### src/rtl/mem_wb_stage_pkg.sv
// Shared definitions for the MEM/WB stage and the hazard unit:
// opcodes, memory-access FSM encoding and the write-back bundle layout.
package mem_wb_stage_pkg;

    localparam logic [5:0] OP_OPERATION = 6'b000000;
    localparam logic [5:0] OP_LW        = 6'b100011;
    localparam logic [5:0] OP_SW        = 6'b101011;
    localparam logic [5:0] OP_BNE       = 6'b000101;
    localparam logic [5:0] OP_J         = 6'b000010;

    typedef enum logic [1:0] {
        ST_IDLE = 2'd0,
        ST_BUSY = 2'd1,
        ST_DONE = 2'd2
    } mem_state_t;

    typedef struct packed {
        logic        valid;
        logic [31:0] data;
        logic [31:0] ir;
        logic [31:0] pc;
        logic        we;
        logic [4:0]  waddr;
    } wb_t;

    function automatic logic is_mem(input logic [5:0] op);
        return (op == OP_LW) || (op == OP_SW);
    endfunction

endpackage

### src/rtl/mem_wb_stage_dmem_handshake.sv
// Data-memory request/ready handshake: access FSM, request registers,
// saturating timeout counter and load buffer.
module dmem_handshake
    import mem_wb_stage_pkg::*;
#(
    parameter int          TIMEOUT_CYCLES = 255,
    parameter logic [31:0] ERR_DATA       = 32'hDEADBEEF
) (
    input  logic        clk,
    input  logic        resetn,
    input  logic        start,
    input  logic        we,
    input  logic [31:0] addr,
    input  logic [31:0] wdata,
    input  logic [31:0] dmem_rdata,
    input  logic        dmem_ready,
    output logic        dmem_req,
    output logic        dmem_we,
    output logic [31:0] dmem_addr,
    output logic [31:0] dmem_wdata,
    output logic        busy,
    output logic        done,
    output logic [31:0] rdata,
    output logic        timeout
);

    localparam int CLOG = $clog2(TIMEOUT_CYCLES + 1);
    localparam int CW   = (CLOG > 8) ? CLOG : 8;
    localparam logic [CW-1:0] LAST = CW'(TIMEOUT_CYCLES - 1);

    mem_state_t    state;
    logic [CW-1:0] cnt;

    assign busy = (state == ST_BUSY);
    assign done = (state == ST_DONE);

    always_ff @(posedge clk or negedge resetn) begin
        if (!resetn) begin
            state      <= ST_IDLE;
            dmem_req   <= 1'b0;
            dmem_we    <= 1'b0;
            dmem_addr  <= '0;
            dmem_wdata <= '0;
            cnt        <= '0;
            rdata      <= '0;
            timeout    <= 1'b0;
        end else begin
            unique case (state)
                ST_IDLE: begin
                    if (start) begin
                        state      <= ST_BUSY;
                        dmem_req   <= 1'b1;
                        dmem_we    <= we;
                        dmem_addr  <= addr;
                        dmem_wdata <= wdata;
                        cnt        <= '0;
                    end
                end
                ST_BUSY: begin
                    // ready on the final counted cycle still takes real data
                    if (dmem_ready) begin
                        rdata    <= dmem_rdata;
                        dmem_req <= 1'b0;
                        dmem_we  <= 1'b0;
                        state    <= ST_DONE;
                    end else if (cnt == LAST) begin
                        rdata    <= ERR_DATA;
                        timeout  <= 1'b1;
                        dmem_req <= 1'b0;
                        dmem_we  <= 1'b0;
                        state    <= ST_DONE;
                    end else if (cnt != '1) begin
                        cnt <= cnt + 1'b1;
                    end
                end
                ST_DONE: state <= ST_IDLE;
                default: state <= ST_IDLE;
            endcase
        end
    end

endmodule

### src/rtl/mem_wb_stage.sv
// Memory-access stage and MEM/WB pipeline register: issues LW/SW to
// data memory, stalls upstream while busy, registers the WB bundle.
module mem_wb_stage
    import mem_wb_stage_pkg::*;
#(
    parameter int          TIMEOUT_CYCLES = 255,
    parameter logic [31:0] ERR_DATA       = 32'hDEADBEEF
) (
    input  logic        clk,
    input  logic        resetn,
    input  logic        in_valid,
    input  logic [31:0] alureg_input,
    input  logic [31:0] ir_input,
    input  logic [31:0] pc_input,
    input  logic [31:0] store_data_input,
    output logic        dmem_req,
    output logic        dmem_we,
    output logic [31:0] dmem_addr,
    output logic [31:0] dmem_wdata,
    input  logic [31:0] dmem_rdata,
    input  logic        dmem_ready,
    output logic        stall,
    output logic        wb_valid,
    output logic [31:0] wb_data,
    output logic [31:0] wb_ir,
    output logic [31:0] wb_pc,
    output logic        rf_write_enable,
    output logic [4:0]  rf_waddr,
    output logic        align_error,
    output logic        dmem_timeout
);

    logic [5:0]  op;
    logic        mem_op;
    logic        misaligned;
    logic        start;
    logic        busy;
    logic        done;
    logic        idle;
    logic        retire;
    logic [31:0] rdata;
    logic [31:0] lat_ir;
    logic [31:0] lat_pc;
    logic [31:0] lat_alu;
    wb_t         wb;

    assign op         = ir_input[31:26];
    assign mem_op     = is_mem(op);
    assign misaligned = (alureg_input[1:0] != 2'b00);
    assign idle       = !busy && !done;
    assign start      = idle && in_valid && mem_op && !misaligned;
    assign retire     = idle && in_valid && !start;
    assign stall      = start || busy;

    dmem_handshake #(
        .TIMEOUT_CYCLES(TIMEOUT_CYCLES),
        .ERR_DATA      (ERR_DATA)
    ) u_hs (
        .clk       (clk),
        .resetn    (resetn),
        .start     (start),
        .we        (op == OP_SW),
        .addr      ({alureg_input[31:2], 2'b00}),
        .wdata     (store_data_input),
        .dmem_rdata(dmem_rdata),
        .dmem_ready(dmem_ready),
        .dmem_req  (dmem_req),
        .dmem_we   (dmem_we),
        .dmem_addr (dmem_addr),
        .dmem_wdata(dmem_wdata),
        .busy      (busy),
        .done      (done),
        .rdata     (rdata),
        .timeout   (dmem_timeout)
    );

    always_ff @(posedge clk or negedge resetn) begin
        if (!resetn) begin
            lat_ir  <= '0;
            lat_pc  <= '0;
            lat_alu <= '0;
        end else if (start) begin
            lat_ir  <= ir_input;
            lat_pc  <= pc_input;
            lat_alu <= alureg_input;
        end
    end

    always_ff @(posedge clk or negedge resetn) begin
        if (!resetn) begin
            wb          <= '0;
            align_error <= 1'b0;
        end else begin
            wb.valid <= 1'b0;
            wb.we    <= 1'b0;
            unique case (1'b1)
                done: begin
                    wb.valid <= 1'b1;
                    wb.ir    <= lat_ir;
                    wb.pc    <= lat_pc;
                    if (lat_ir[31:26] == OP_LW) begin
                        wb.data  <= rdata;
                        wb.we    <= 1'b1;
                        wb.waddr <= lat_ir[20:16];
                    end else begin
                        wb.data  <= lat_alu;
                        wb.waddr <= '0;
                    end
                end
                retire: begin
                    wb.valid <= 1'b1;
                    wb.data  <= alureg_input;
                    wb.ir    <= ir_input;
                    wb.pc    <= pc_input;
                    if (op == OP_OPERATION) begin
                        wb.we    <= 1'b1;
                        wb.waddr <= ir_input[15:11];
                    end else begin
                        wb.waddr <= '0;
                    end
                    if (mem_op)
                        align_error <= 1'b1;
                end
                default: ;
            endcase
        end
    end

    assign wb_valid        = wb.valid;
    assign wb_data         = wb.data;
    assign wb_ir           = wb.ir;
    assign wb_pc           = wb.pc;
    assign rf_write_enable = wb.we;
    assign rf_waddr        = wb.waddr;

endmodule

### config.mk
export PLATFORM = sky130hd
export DESIGN_NAME = mem_wb_stage
export DESIGN_NICKNAME = d
export VERILOG_FILES = /design/src/rtl/mem_wb_stage_pkg.sv /design/src/rtl/mem_wb_stage_dmem_handshake.sv /design/src/rtl/mem_wb_stage.sv
export SDC_FILE = /design/constraint.sdc
export NUM_CORES = 1
export LEC_CHECK = 0
export ABC_AREA = 1
export CAP_MARGIN = 20
export CORE_ASPECT_RATIO = 0.75
export CORE_MARGIN = 8
export CORE_UTILIZATION = 40
export DETAILED_ROUTE_END_ITERATION = 16
export PLACE_DENSITY = 0.71
export SETUP_SLACK_MARGIN = 0.4
export SYNTH_ARGS = -nofsm -noshare
export SYNTH_HDL_FRONTEND = slang
export SYNTH_SLANG_ARGS = --single-unit
### constraint.sdc
create_clock -name clk -period 1.92 [get_ports clk]
set_clock_uncertainty 0.05 [all_clocks]
set_input_delay 0.384 -clock clk [delete_from_list [all_inputs] [get_ports clk]]
set_output_delay 0.384 -clock clk [all_outputs]
set_load 0.005 [all_outputs]
# After elaboration in Yosys (flattened, before gate mapping)
# Cells that the tools add are included.
dict set report op_classes {
  bitwise_logic 1
  n_eq_ne 12
  reduce_logical 24
  addsub 1
  mux 23
}
# op n
set op_table {}
lappend op_table {{one-hot mux 103 bit (2 select lines)} 1}
lappend op_table {{two-way mux 32 bit} 3}
lappend op_table {{two-way mux 8 bit} 4}
lappend op_table {{equality test 6 bit (second input constant)} 3}
lappend op_table {{one-hot mux 8 bit (2 select lines)} 1}
lappend op_table {{two-way mux 5 bit} 2}
lappend op_table {{adder 8 x 1 -> 8 bit (second input constant)} 1}
lappend op_table {{equality test 8 bit (second input constant)} 1}
lappend op_table {{inequality test 8 bit (second input constant)} 1}
lappend op_table {{AND reduction 2 bit} 4}
lappend op_table {{nonzero test 2 bit} 4}
lappend op_table {{zero test 6 bit} 1}
lappend op_table {{two-way mux 1 bit} 6}
lappend op_table {{two-way mux 2 bit} 3}
lappend op_table {{inequality test 2 bit (second input constant)} 3}
lappend op_table {{AND reduction 3 bit} 2}
lappend op_table {{logical AND 1 bit} 5}
lappend op_table {{AND reduction 5 bit} 1}
lappend op_table {{zero test 1 bit} 4}
lappend op_table {{one-hot mux 1 bit (2 select lines)} 2}
lappend op_table {{one-hot mux 2 bit (2 select lines)} 1}
lappend op_table {{inequality test 3 x 2 -> 1 bit (second input constant)} 1}
lappend op_table {{equality test 2 x 1 -> 1 bit (second input constant)} 1}
lappend op_table {{equality test 2 bit (second input constant)} 1}
lappend op_table {{4 further kinds} 5}
dict set report word_totals {
  word_cells 79
  ff_bits 307
}

# Depth between registers and ports, before layout
dict set report logic_depth {
  word_depth 9
  ltp_mapped 12
}

# Hierarchy
# Synthesis repeated with hierarchy kept, for this count alone.
dict set report hier_totals {
  cells_unflattened 1445
  hier_area_um2 13457.9
}
# module cells_each seq_area_each_um2 area_each_um2 n_inst
set by_module_without_submodules {}
lappend by_module_without_submodules {mem_wb_stage 1072 5004.8 9090.0 1}
lappend by_module_without_submodules {dmem_handshake 373 2727.6 4367.9 1}

# Worst setup path before layout
# No wires, ideal clock.
dict set report synth_path {
  path_kind {register -> output}
  start {register u_hs.state[0]}
  end {output port stall}
  setup_slack_ns -0.007
  stages_incl_launch_ff 10
  arrival_ns 1.493
  n_path_buf 2
  required_time_ns 1.486
  path_cell_list {dfrtp_1 > inv_1 > ha_1 > inv_1 > nand2_1 > nor2_1 > nand3_2 > clkbuf_1 > buf_2 > nand2_1}
}
dict set report synth_via {
  elab_chain_len 7
  word_cells_on_any_way 9
}
# item line
set synth_lines {}
lappend synth_lines {{from (decl)} mem_wb_stage_dmem_handshake.sv:31} ;# mem_state_t state;
lappend synth_lines {{from (signal assigned)} mem_wb_stage_dmem_handshake.sv:39} ;# state <= ST_IDLE;
lappend synth_lines {{from (signal assigned)} mem_wb_stage_dmem_handshake.sv:51} ;# state <= ST_BUSY;
lappend synth_lines {{from (signal assigned)} mem_wb_stage_dmem_handshake.sv:65} ;# state <= ST_DONE;
lappend synth_lines {{equality test 2 x 1 -> 1 bit / equality test 2 bit (equally long branches)} {mem_wb_stage_dmem_handshake.sv:34, mem_wb_stage_dmem_handshake.sv:35}}
lappend synth_lines {{zero test 1 bit} mem_wb_stage.sv:50} ;# assign idle = !busy && !done;
lappend synth_lines {{logical AND 1 bit} mem_wb_stage.sv:50}
lappend synth_lines {{logical AND 1 bit (3 in a row)} mem_wb_stage.sv:51} ;# assign start = idle && in_valid && mem_op && !misaligned;
lappend synth_lines {{logical OR 1 bit (*)} mem_wb_stage.sv:53} ;# assign stall = start || busy;
lappend synth_lines {{to (decl)} mem_wb_stage.sv:22} ;# output logic stall,
# Mark *: on every way between the ends. The rest lies on a longest branch, timed or not.

# Worst setup path in the final report
dict set report layout_path {
  start {register u_hs.state[1]}
  end {register wb, in the netlist wb_pc[10]}
}
dict set report layout_via {
  elab_chain_len 9
  word_cells_on_any_way 12
}
# item line
set layout_lines {}
lappend layout_lines {{equality test 2 x 1 -> 1 bit / equality test 2 bit (equally long branches)} {mem_wb_stage_dmem_handshake.sv:34, mem_wb_stage_dmem_handshake.sv:35}}
lappend layout_lines {{zero test 1 bit} mem_wb_stage.sv:50}
lappend layout_lines {{logical AND 1 bit} mem_wb_stage.sv:50}
lappend layout_lines {{logical AND 1 bit} {mem_wb_stage.sv:51, mem_wb_stage.sv:52}}
lappend layout_lines {{logical AND 1 bit (2 in a row)} mem_wb_stage.sv:51}
lappend layout_lines {{zero test 1 bit} mem_wb_stage.sv:52} ;# assign retire = idle && in_valid && !start;
lappend layout_lines {{logical AND 1 bit} mem_wb_stage.sv:52}
lappend layout_lines {{one-hot mux 103 bit (2 select lines) / nonzero test 2 bit (equally long branches)} --}
lappend layout_lines {{to (decl)} mem_wb_stage.sv:45} ;# wb_t wb;
# Several ways; a longest one is shown, not always the timed one.
# A chain may end at the register's enable or synchronous reset.

==> results.cfg <==
[outcome]
outcome = complete, but fails checks
violations = negative setup slack

[run]
drv_cap = 0

[worst_setup_path]
worst-path-max-fanout = 8
start_kind = flop
cp-end-kind = flop
crit_type = reg -> reg
path_cells = inv_2 > ha_4 > inv_2 > nand2_4 > nor2_4 > nand3_4 > buf_6 > buf_12 > nand2_8 > buf_8 > buf_12 > buf_8 > clkbuf_16 > nand3_2 > nand3_2
critical_path.slowest_cell = dfrtp_1
critPathArrivalTime_ns = 2.58
worstPathRequired_ns = 2.31
cpPeakStageDelay_ns = 0.39

[cts]
cts_tree = built
cts.clk_slew.worst_paths_ns = 0.06
cts_made_buffers = 34
cts_root_buffer = clkbuf_16
cts.path.max_buffers = 3
ctsHtreeMaxLevel = 2
clk_latency_ns = 0.52
cts.sinks = 307

[floorplanning]
initial_core_util = 0.407
dieArea_um2 = 39100
io-pin-count = 336
rows = 57
design.core.area_um2 = 32400
fp.dieW_um = 226
die_h_um = 173

[layout]
fillers = 2488
nets = 2150
fin_area_um2 = 21100
syn2layout_area_growth_pct = 59.6
drive_above_1_share = 0.205

[sta]
fin_crit_sh = 1.14
finalHoldViolCount = 0
finalSetupViolCount = 228
timing.fmax_mhz = 457
worst_pin_slew_ns = 0.606
setup_tns_ns = -26.52
slew_headroom = 0.596
setup_ws_ns = -0.266
grt_setup_unrepaired = yes
min_period_ns = 2.19
slew_violations = 0

[synthesis]
ys_ff_latch = 307
yosysMostFrequentCell = nand2_1
synth-main-ff-cell = dfrtp_1
synth_commonest_cells = 468 x nand2_1, 307 x dfrtp_1, 241 x nand3_1, 169 x o21ai_0, 147 x inv_1
ys_warn_count = 0
synthesis.area_um2 = 13200
synth_top_area_frac = 0.582
ys_seq_area_frac = 0.582
synth_cell_types = 29
synthCells = 1569
synth_edf_count = 0
synth_top_area_cell = dfrtp_1
syn_avg_cell_area_um2 = 8.42
synth_area_leaders = dfrtp_1 58%, nand2_1 13%, nand3_1 9.1%, o21ai_0 6.4%, inv_1 4.2%
ys_async_sr_fraction = 1.00

[detailed_routing]
drtAntennaViolNets = 0
vias_per_cell = 5.20
drt_iter0_markers = 1467
drc = 0
wl_per_cell_um = 20.5
drt_pass1_iterations = 6
wirelength_um = 50200
num_vias = 12700

[power_and_ir_drop]
powerDensity_nw_per_um2 = 1350
irDropWorstVdd_uv = 797
p_leak_nw = 10.2
power_mw = 28.4

[placement]
place_area_um2 = 17500
port_buffers = 333
pre_cts_slack_ns = -0.363
dp_hpwl_um = 29800
globalplace.congestion = 0.816

[global_routing]
grt_pass1_vias = 12300
track_usage = 0.225
grt_pass1_wl_um = 70400
grt_max_degree = 72
antenna_found_initial = 5
grt-ovfl-total = 0

[worst_hold_path]
holdCritPathClass = in -> async
-- cell usage in the layout (no fill, tap or decap), types with 4 or more instances in the layout --
master	instances
clkdlybuf4s50_1	329
o21ai_0	101
nand3_4	22
nand2_2	17
nand3_1	95
dfrtp_1	307
clkbuf_16	45
diode_2	4
inv_2	5
a21oi_1	19
buf_4	47
buf_12	36
nor2_4	5
clkbuf_8	7
buf_16	13
clkbuf_1	4
nor2_1	55
inv_1	143
clkinv_2	7
buf_6	26
nand3_2	125
bufbuf_16	4
o21ai_1	72
a21oi_2	12
nand2_1	448
buf_8	8
o21ai_2	14
-- kinds of logic (layout without fill, tap and decap cells) --
family                     Yosys count  in the layout  share of synthesized area
adders and majority gates            5              5                    0.00474
and+or+nand+nor                    777            777                      0.246
buffers and inverters              251            681                     0.0791
xor gates and xnor gates             3              3                    0.00199
other                                1              6                   0.000284
DFF                                307            307                      0.582
AOI/OAI and AO/OA                  225            225                     0.0866
-- through the flow --
stage / hold WS, ns / utilization / cells
2_1_floorplan: 0.0384 / - / 1570
6_report: 0.321 / 0.649 / 2446
4_1_cts: 0.310 / 0.595 / 2403
3_3_place_gp: 0.265 / 0.539 / 2316
5_1_grt: 0.338 / 0.649 / 2446
3_5_place_dp: 0.269 / 0.539 / 2316
-- timing repair --
action	4_1_cts	5_1_grt
gates resized for setup	59	313
buffers inserted	16	19
endpoints found under the hold margin	35	0
pin swaps	11	73
hold buffers	1	0
setup endpoints to repair	471	475
gates cloned	15	20
-- metal layers --
| layer | wire [um] | track usage | vias up |
|---|---|---|---|
| met2 | 23100 | 0.348 | 600 |
| met5 | 15 | 0 | - |
| met4 | 1000 | 0.0603 | 2 |
| li1 | - | - | 5851 |
| met3 | 4970 | 0.0688 | 88 |
| met1 | 21100 | 0.305 | 6180 |
-- power by group --
part	internal, mW	leakage (nW)	switching [mW]
clock	3.66	0.528	2.69
combinational	6.52	5.76	6.10
sequential	8.23	3.94	1.15
-- registers in the layout (all words and copies together) (netlist names) --
register and flops:
lat_ir 32, u_hs.timeout 1, align_error 1, u_hs.dmem_addr 30, u_hs.dmem_req 1, rf_waddr 5
wb_valid 1, u_hs.cnt 8, wb_pc 32, u_hs.state 2, u_hs.rdata 32, lat_alu 32
lat_pc 32, u_hs.dmem_we 1, wb_ir 32, wb_data 32, rf_write_enable 1, u_hs.dmem_wdata 32
-- critical path: cells and delay by family, from the launching register on --
family                     cells  cell delay (ns)
buffers and inverters          8             0.91
DFF                            1             0.39
and+or+nand+nor                6             0.53
adders and majority gates      1             0.19
-- path summary, 6_finish.rpt --
check                                     start                  end  slack (ns)  depth (start not counted)
setup / recovery                  u_hs.state[1]            wb_pc[10]       -0.27                         15
hold / removal                           resetn            wb_ir[22]        0.32                          2
setup reg to reg                  u_hs.state[1]            wb_pc[10]       -0.27                         15
hold reg to reg                      lat_alu[0]           lat_alu[0]        0.41                          2
max in group asynchronous                resetn  u_hs.dmem_wdata[26]        0.83                          3
min in group clk           store_data_input[29]  u_hs.dmem_wdata[29]        0.35                          3
-- area by class of cell --
cell class / count / area, um^2 / share of cell area
clock inverters: 10 / 93.8 / 0.00445
repair buffers: 476 / 5560 / 0.264
diodes: 4 / 10.0 / 0.000475
flip-flops and latches: 307 / 7680 / 0.365
multi-input cells: 1012 / 5640 / 0.268
clock buffers: 45 / 962 / 0.0457
well taps: 442 / 553 / 0.0262
inverters: 150 / 569 / 0.0270
(Power assumes the default switching activity.)
